<file path="src/rtl/muldiv_pkg.sv">
// Shared op codes, FSM states and iteration count for the multiply/divide unit.
// The decoder and the hazard unit import these as well.
package muldiv_pkg;

  localparam logic [2:0] MD_MULT  = 3'd0;
  localparam logic [2:0] MD_MULTU = 3'd1;
  localparam logic [2:0] MD_DIV   = 3'd2;
  localparam logic [2:0] MD_DIVU  = 3'd3;
  localparam logic [2:0] MD_MTHI  = 3'd4;
  localparam logic [2:0] MD_MTLO  = 3'd5;

  localparam int MULDIV_STEPS = 32;

  typedef enum logic [1:0] {
    IDLE = 2'd0,
    CALC = 2'd1,
    FIX  = 2'd2
  } md_state_e;

endpackage

</file>
<file path="src/rtl/muldiv_step.sv">
// One radix-2 iteration on the 64-bit working register: shift-add multiply
// or restoring shift-subtract divide, selected by is_div.
module muldiv_step #(
  parameter int XLEN = 32
) (
  input  logic                is_div,
  input  logic [2*XLEN-1:0]   work_in,
  input  logic [XLEN-1:0]     operand,
  output logic [2*XLEN-1:0]   work_out
);

  logic [XLEN:0] sum;
  logic [XLEN:0] rem_sh;
  logic [XLEN:0] diff;

  always_comb begin
    sum      = '0;
    rem_sh   = '0;
    diff     = '0;
    work_out = work_in;
    if (is_div) begin
      // Remainder may be 33 bits wide after the shift, so compare with a carry bit.
      rem_sh = work_in[2*XLEN-1:XLEN-1];
      diff   = rem_sh - {1'b0, operand};
      if (diff[XLEN]) begin
        work_out = {rem_sh[XLEN-1:0], work_in[XLEN-2:0], 1'b0};
      end else begin
        work_out = {diff[XLEN-1:0], work_in[XLEN-2:0], 1'b1};
      end
    end else begin
      sum      = {1'b0, work_in[2*XLEN-1:XLEN]} + (work_in[0] ? {1'b0, operand} : '0);
      work_out = {sum, work_in[XLEN-1:1]};
    end
  end

endmodule

</file>
<file path="src/rtl/muldiv_unit.sv">
// Iterative 32-bit MULT/MULTU/DIV/DIVU unit with HI/LO registers, MTHI/MTLO
// writes, a busy stall request and an exception flush.
module muldiv_unit
  import muldiv_pkg::*;
#(
  parameter int XLEN = 32
) (
  input  logic            clk,
  input  logic            reset_n,
  input  logic            start,
  input  logic [2:0]      op,
  input  logic [XLEN-1:0] in_1,
  input  logic [XLEN-1:0] in_2,
  input  logic            flush,
  output logic            busy,
  output logic            done,
  output logic [XLEN-1:0] hi,
  output logic [XLEN-1:0] lo
);

  localparam int CNT_W = $clog2(MULDIV_STEPS);
  localparam logic [CNT_W-1:0] LAST_STEP = CNT_W'(MULDIV_STEPS - 1);

  function automatic logic [XLEN-1:0] magnitude(input logic signed [XLEN-1:0] v);
    return v[XLEN-1] ? $unsigned(-v) : $unsigned(v);
  endfunction

  function automatic logic [XLEN-1:0] negate_w(input logic [XLEN-1:0] v);
    return ~v + 1'b1;
  endfunction

  function automatic logic [2*XLEN-1:0] negate_dw(input logic [2*XLEN-1:0] v);
    return ~v + 1'b1;
  endfunction

  md_state_e          state;
  logic [CNT_W-1:0]   cnt;
  logic [2*XLEN-1:0]  work;
  logic [2*XLEN-1:0]  step_out;
  logic [XLEN-1:0]    operand;
  logic               is_div_q;
  logic               neg_q;
  logic               neg_r;

  logic signed [XLEN-1:0] in_1_s;
  logic signed [XLEN-1:0] in_2_s;
  logic                   op_signed;
  logic                   op_long;
  logic                   op_div;
  logic                   div_zero;
  logic [XLEN-1:0]        mag_1;
  logic [XLEN-1:0]        mag_2;
  logic [2*XLEN-1:0]      prod_fix;
  logic [XLEN-1:0]        fix_hi;
  logic [XLEN-1:0]        fix_lo;

  assign in_1_s    = in_1;
  assign in_2_s    = in_2;
  assign op_signed = (op == MD_MULT) || (op == MD_DIV);
  assign op_long   = ~op[2];
  assign op_div    = op_long & op[1];
  assign div_zero  = op_div && (in_2 == '0);
  assign mag_1     = op_signed ? magnitude(in_1_s) : in_1;
  assign mag_2     = op_signed ? magnitude(in_2_s) : in_2;

  muldiv_step #(.XLEN(XLEN)) u_step (
    .is_div   (is_div_q),
    .work_in  (work),
    .operand  (operand),
    .work_out (step_out)
  );

  // Sign fixup applied on the FIX edge only; intermediate work never reaches hi/lo.
  always_comb begin
    prod_fix = neg_q ? negate_dw(work) : work;
    if (is_div_q) begin
      fix_hi = neg_r ? negate_w(work[2*XLEN-1:XLEN]) : work[2*XLEN-1:XLEN];
      fix_lo = neg_q ? negate_w(work[XLEN-1:0]) : work[XLEN-1:0];
    end else begin
      fix_hi = prod_fix[2*XLEN-1:XLEN];
      fix_lo = prod_fix[XLEN-1:0];
    end
  end

  // Datapath: operand latch on accept, one iteration per CALC cycle.
  always_ff @(posedge clk) begin
    if (state == IDLE) begin
      if (start && op_long) begin
        is_div_q <= op_div;
        if (div_zero) begin
          // Preloading the divide-by-zero result lets FIX use the normal divide path.
          work    <= {in_1, {XLEN{1'b1}}};
          operand <= in_2;
          neg_q   <= 1'b0;
          neg_r   <= 1'b0;
        end else begin
          work    <= {{XLEN{1'b0}}, op_div ? mag_1 : mag_2};
          operand <= op_div ? mag_2 : mag_1;
          neg_q   <= op_signed & (in_1[XLEN-1] ^ in_2[XLEN-1]);
          neg_r   <= op_signed & op_div & in_1[XLEN-1];
        end
      end
    end else if (state == CALC) begin
      work <= step_out;
    end
  end

  // Control and architectural HI/LO.
  always_ff @(posedge clk or negedge reset_n) begin
    if (!reset_n) begin
      state <= IDLE;
      cnt   <= '0;
      busy  <= 1'b0;
      done  <= 1'b0;
      hi    <= '0;
      lo    <= '0;
    end else begin
      done <= 1'b0;
      if (flush) begin
        state <= IDLE;
        cnt   <= '0;
        busy  <= 1'b0;
      end else begin
        case (state)
          IDLE: begin
            if (start) begin
              if (op == MD_MTHI) begin
                hi <= in_1;
              end else if (op == MD_MTLO) begin
                lo <= in_1;
              end else if (op_long) begin
                busy  <= 1'b1;
                cnt   <= '0;
                state <= div_zero ? FIX : CALC;
              end
            end
          end
          CALC: begin
            if (cnt == LAST_STEP) begin
              cnt   <= '0;
              state <= FIX;
            end else begin
              cnt <= cnt + 1'b1;
            end
          end
          FIX: begin
            hi    <= fix_hi;
            lo    <= fix_lo;
            busy  <= 1'b0;
            done  <= 1'b1;
            state <= IDLE;
          end
          default: state <= IDLE;
        endcase
      end
    end
  end

endmodule
</file>
<file path="config.mk">
export PLATFORM = sky130hd
export DESIGN_NAME = muldiv_unit
export DESIGN_NICKNAME = d
export VERILOG_FILES = /design/src/rtl/muldiv_pkg.sv /design/src/rtl/muldiv_step.sv /design/src/rtl/muldiv_unit.sv
export SDC_FILE = /design/constraint.sdc
export NUM_CORES = 1
export LEC_CHECK = 0
export ABC_CLOCK_PERIOD_IN_PS = 5200
export CAP_MARGIN = 10
export CORE_ASPECT_RATIO = 0.7
export CORE_MARGIN = 1
export CORE_UTILIZATION = 60
export CTS_CLUSTER_SIZE = 28
export DETAILED_ROUTE_END_ITERATION = 10
export DONT_BUFFER_PORTS = 1
export PLACE_DENSITY = 0.72
export SYNTH_ARGS = -nofsm -noshare
export SYNTH_HDL_FRONTEND = slang
export SYNTH_SLANG_ARGS = --single-unit
</file>
<file path="constraint.sdc">
create_clock -name clk -period 5.2 [get_ports clk]
set_input_delay 0.52 -clock clk [delete_from_list [all_inputs] [get_ports clk]]
set_output_delay 0.52 -clock clk [all_outputs]
set_load 0.03 [all_outputs]
</file>
## Word-level counts from Yosys, hierarchy flattened

Cells that the tools add are included.

- Latch bits: 0
- Register bits: 172
- Memories kept: 0
- Bits of input ports: 71
- Word-level logic and storage cells: 111
- Bits in read-only memories: 0
- Output and inout port bits: 66
- Memory bits (writable): 0

- Add/sub/neg operators: 8
- Reductions and logical operators: 17
- Muxes and demuxes: 49
- Shifts and indexed selects: 0
- Equality and inequality tests: 16
- Bitwise gates (word level): 10
- Divide/modulo/power cells: 0
- Order comparisons: 0
- Multiply operators: 0

Operators by type and width:

| operator | count |
|---|---|
| $mux W32 | 17 |
| $mux W64 | 7 |
| $pmux W32 S2 | 2 |
| $add A32 B1 Y32 const B | 2 |
| $add A64 B1 Y64 const B | 1 |
| $neg A32 Y32 | 2 |
| $not A32 Y32 | 2 |
| $not A64 Y64 | 1 |
| $add A32 B33 Y33 | 1 |
| $sub A33 B32 Y33 | 1 |
| $logic_not A32 Y1 | 1 |
| $mux W5 | 6 |
| $reduce_and A5 Y1 | 4 |
| $mux W2 | 7 |
| $ne A3 B3 Y1 const B | 4 |
| $pmux W5 S2 | 1 |
| $mux W1 | 7 |
| $eq A3 B3 Y1 const B | 2 |
| $ne A2 B1 Y1 const B | 3 |
| $reduce_bool A3 Y1 | 2 |
| $add A5 B1 Y5 const B | 1 |
| $eq A5 B5 Y1 const B | 1 |
| $and A1 B1 Y1 | 4 |
| $ne A2 B2 Y1 const B | 2 |
| 15 further kinds | 19 |

## Logic depth before layout (Yosys ltp)

- Depth after elaboration: 10
- Depth in mapped cells: 14
- Mapped depth without buffers: 12

## By module

From an unflattened synthesis, not the netlist that was laid out.

- Cell total of the unflattened synthesis: 1844
- Area total of the unflattened synthesis: 15483.6 µm²

Modules (own cells, without submodules):

| module | seq. area each (µm²) | instances | cells an instance | area an instance (µm²) |
|---|---|---|---|---|
| muldiv_unit | 4799.6 | 1 | 1192 | 10958.0 |
| muldiv_step | 0.0 | 1 | 652 | 4525.6 |

## Least setup slack after synthesis

OpenSTA, ideal clock, no wires.

- Kind: reg2reg
- From: register work[0]
- To: register work[63] (data pin)
- Data arrival time: 3181 ps
- Required time: 4933 ps
- Period minus slack after synthesis: 3448 ps
- Path buffers: 1
- Setup time: 267 ps
- Setup slack: 1752 ps
- Stages on the path, launching flop included: 14
- Cell sequence: edfxtp_1 > inv_1 > clkbuf_1 > nor2_1 > ha_1 > a211o_1 > a311oi_1 > o31a_1 > o311ai_0 > or2_2 > a31oi_1 > o21bai_1 > a221oi_1 > o22ai_1

- Word-level cells in the longest chain between the ends: 5

RTL lines:

| element | line | RTL |
|---|---|---|
| from (decl) | muldiv_unit.sv:38 | `logic [2*XLEN-1:0] work;` |
| from (signal assigned) | muldiv_unit.sv:92 | `work <= {in_1, {XLEN{1'b1}}};` |
| from (signal assigned) | muldiv_unit.sv:97 | `work <= {{XLEN{1'b0}}, op_div ? mag_1 : mag_2};` |
| from (signal assigned) | muldiv_unit.sv:104 | `work <= step_out;` |
| $mux W32 | muldiv_step.sv:31 | `sum = {1'b0, work_in[2*XLEN-1:XLEN]} + (work_in[0] ? {1'b0, operand} : '0);` |
| $add A32 B33 Y33 | muldiv_step.sv:31 |  |
| $mux W64 | muldiv_step.sv:21 | `if (is_div) begin` |
| $mux W64 | muldiv_unit.sv:103 | `end else if (state == CALC) begin` |
| $mux W64 | muldiv_unit.sv:87 | `if (state == IDLE) begin` |

No other way between the ends. The select of a mux whose other input is x is not followed.
A chain may end at the register's enable or synchronous reset.

## Worst setup path after layout

- From: register work[0]
- To: register work[61] (data pin)

The elaborated chain is that of the path after synthesis.

==> impl_metrics.yaml <==
floorplan:
  die_h_um: 134.6
  num_rows: 48
  die_x_um: 191.4
  dieArea_um2: 25750
  design.core.area_um2: 24620
  start_util_pct: 61.17
  ios: 137
sta:
  finalMaxSlewViolations: 0
  setup_slack_ps: 901.6
  setup_viol: 0
  fmax_mhz: 232.6
  relSlewSlack_pct: 31.63
  fin_skew_ps: 15.18
  finalCritPeriodShare_pct: 82.66
  rsz0062_at_grt: "false"
  min_period_ps: 4298
  worst_slew_pin_slew_ps: 1013
  finalHoldViolations: 0
  tns_ps: 0
logic_synthesis:
  synth_top_area_share_pct: 19.74
  synth_flop_cell: "edfxtp_1"
  ys.warnings.count: 0
  syn-num-nets: 1950
  yosys_register_bits: 172
  synth.area.top_cells: "edfxtp_1 20%, dfrtp_1 12%, mux2i_1 6.2%, ha_1 5.8%, xnor2_1 5.7%"
  yosysTopAreaCell: "edfxtp_1"
  ys_types: 82
  synth_fa_ha_area_share_pct: 6.081
  synth-seq-area-share_pct: 31.87
  synth_xor_area_share_pct: 9.944
  syn_inst: 1807
  synthArstFlopShare_pct: 42.44
  mappedNetlistArea_um2: 15060
  synth_enable_flop_cells: 99
  synth-compound-area-share_pct: 22.74
  synth_mux_area_share_pct: 6.853
  synth_top_family_by_area: "compound AO/OA/AOI/OAI gates"
  synthSimpleGateAreaFrac_pct: 18.78
  postSynthAreaPerCell_um2: 8.335
setup_path:
  cpPeakStageDelay_ps: 840
  crit_arrival_ps: 4470
  path_max_fanout: 24
  cp_num_buf_inv: 2
  endpoint_kind: "flop"
  crit_type: "flop to flop"
  crit_family: "compound AO/OA/AOI/OAI gates"
  path_common_cell: "a31oi_1"
  cp-start-kind: "flop"
  crit_slowest_cell: "o311ai_0"
  required_ps: 5370
  worstPathCellList: "inv_1 -> buf_4 -> nor2_1 -> ha_1 -> and4_1 -> and2_1 -> nand2_1 -> o311ai_0 -> or2_2 -> a31oi_1 -> xnor2_1 -> o31ai_1 -> a31oi_1"
drt:
  drc: 0
  viasPerCell: 6.896
  drtAntennaViolNets: 0
  wirelength_um: 54130
  vias: 14461
  first_pass_iters: 6
  drt_iter0_drc: 2131
  avgRoutedWirePerCell_um: 25.81
clock_tree:
  cts_tree: "done"
  clock_sinks: 172
  cts.path.max_buffers: 2
  h-tree-depth: 4
  clk_pin_slew_worst_paths_ps: 70
  clk_latency_ps: 450
  cts_buffers: 17
  ctsResizeCount: 0
  root_buffer: "clkbuf_16"
status:
  status: "finished clean"
power_and_ir_drop:
  peakVddDrop_uv: 284.1
  total_power_uw: 5655
  p_leak_uw: 0.006535
  p_per_area_nw_per_um2: 353.3
global_routing:
  grt_max_degree: 74
  track_usage_pct: 41.93
  grt_pass1_vias: 12767
  grt_antenna_before_repair: 2
  grt_overflow_total: 0
  grt_pass1_wl_um: 79540
layout:
  final_common_cell: "nand2_1"
  area_growth_pct: 6.255
  nNetsFinal: 1900
  layout_common_cells: "201 x nand2_1, 182 x nor2_1, 164 x o21ai_0"
  drive_gt1_share_pct: 5.254
  post-route-util_pct: 64.99
  fill_cells: 2127
place:
  hpwl_um: 41770
  dp_slack_ps: 1200
  place.gp.congestion: 1.009
  io_buffers: 0
job:
  maxCapViolCount: 0
worst_hold_path:
  hp-class: "input pin to flop"
path summary, 6_finish.rpt:
path / end / from / slack, ps / depth (start not counted)
min: cnt[1] / flush / 130 / 1
max in group asynchronous: cnt[4] / reset_n / 4210 / 2
max reg2reg: work[61] / work[0] / 900 / 13
min in group asynchronous: hi[27] / reset_n / 650 / 2
max: work[61] / work[0] / 900 / 13
min reg2reg: cnt[2] / cnt[2] / 530 / 1
layer usage:
metal  routed length, um  GRT usage [%]
met5                  17              0
met1               22720          60.79
met2               21550          57.99
met4                1769          15.48
met3                8065          13.18
timing repair:
item,CTS,global route
hold buffers,2,0
hold endpoints to repair,73,0
endpoints found under the setup margin,0,0
buffers inserted,0,0
logic make-up after synthesis:
logic type | count (synthesis)
compound gates | 538
buf+inv | 149
flops | 172
mux | 102
fa+ha+maj | 72
simple gates | 603
xor+xnor | 171
report_power, final:
part           switching [uW]  leakage [uW]  total (uW)  internal [uW]
registers                 732       0.00187        2490           1760
logic                    1070       0.00436        1790            718
clock network             637      0.000307        1370            738
synthesized netlist by cell type, types with 7 or more instances:
master and number:
nor4_1 13, a22oi_1 30, o221ai_1 7, nand3_1 36
o21ai_0 164, dfrtp_1 73, ha_1 70, xnor2_1 98
nand2b_1 22, nor2b_1 13, a31oi_1 18, nand2_1 201
a211oi_1 14, and3_1 7, mux2i_1 93, clkbuf_1 76
a21oi_1 119, o21a_1 16, mux2_2 9, nor3_1 37
nand4_1 8, or2_2 11, a21o_1 35, edfxtp_1 99
nor2_1 184, or3_1 17, and2_1 10, xor2_1 73
o211ai_1 12, inv_1 57, buf_1 12, o31ai_1 36
or4_1 13, o22ai_1 8, o41ai_1 11
registers in the layout (all words and copies together), names as in the netlist:
name / cells
neg_q: 1
state: 2
is_div_q: 1
cnt: 5
work: 64
neg_r: 1
lo: 32
operand: 32
busy: 1
hi: 32
done: 1
cell type report:
cell class	count	area, um2	share of cell area, %
antenna	2	5.005	0.03127
clock buffer	20	478.0	2.986
clock inverter	12	138.9	0.8678
inverter	58	217.7	1.360
multi-input combinational	1486	9758	60.97
sequential	172	4800	29.99
tap	325	406.6	2.541
timing repair buffer	22	200.2	1.251
metrics by stage:
| step | instance area [um2] | cells | hold slack (ps) |
|---|---|---|---|
| finish | 16000 | 2097 | 133.0 |
| detailed placement | 15340 | 2061 | 226.0 |
| CTS | 16000 | 2095 | 119.8 |
| floorplan | 15060 | 1807 | 224.4 |
| global route | 16000 | 2096 | 125.6 |
| global placement | 15340 | 2061 | 225.8 |
Note: power is estimated with default switching activity, not from simulation.
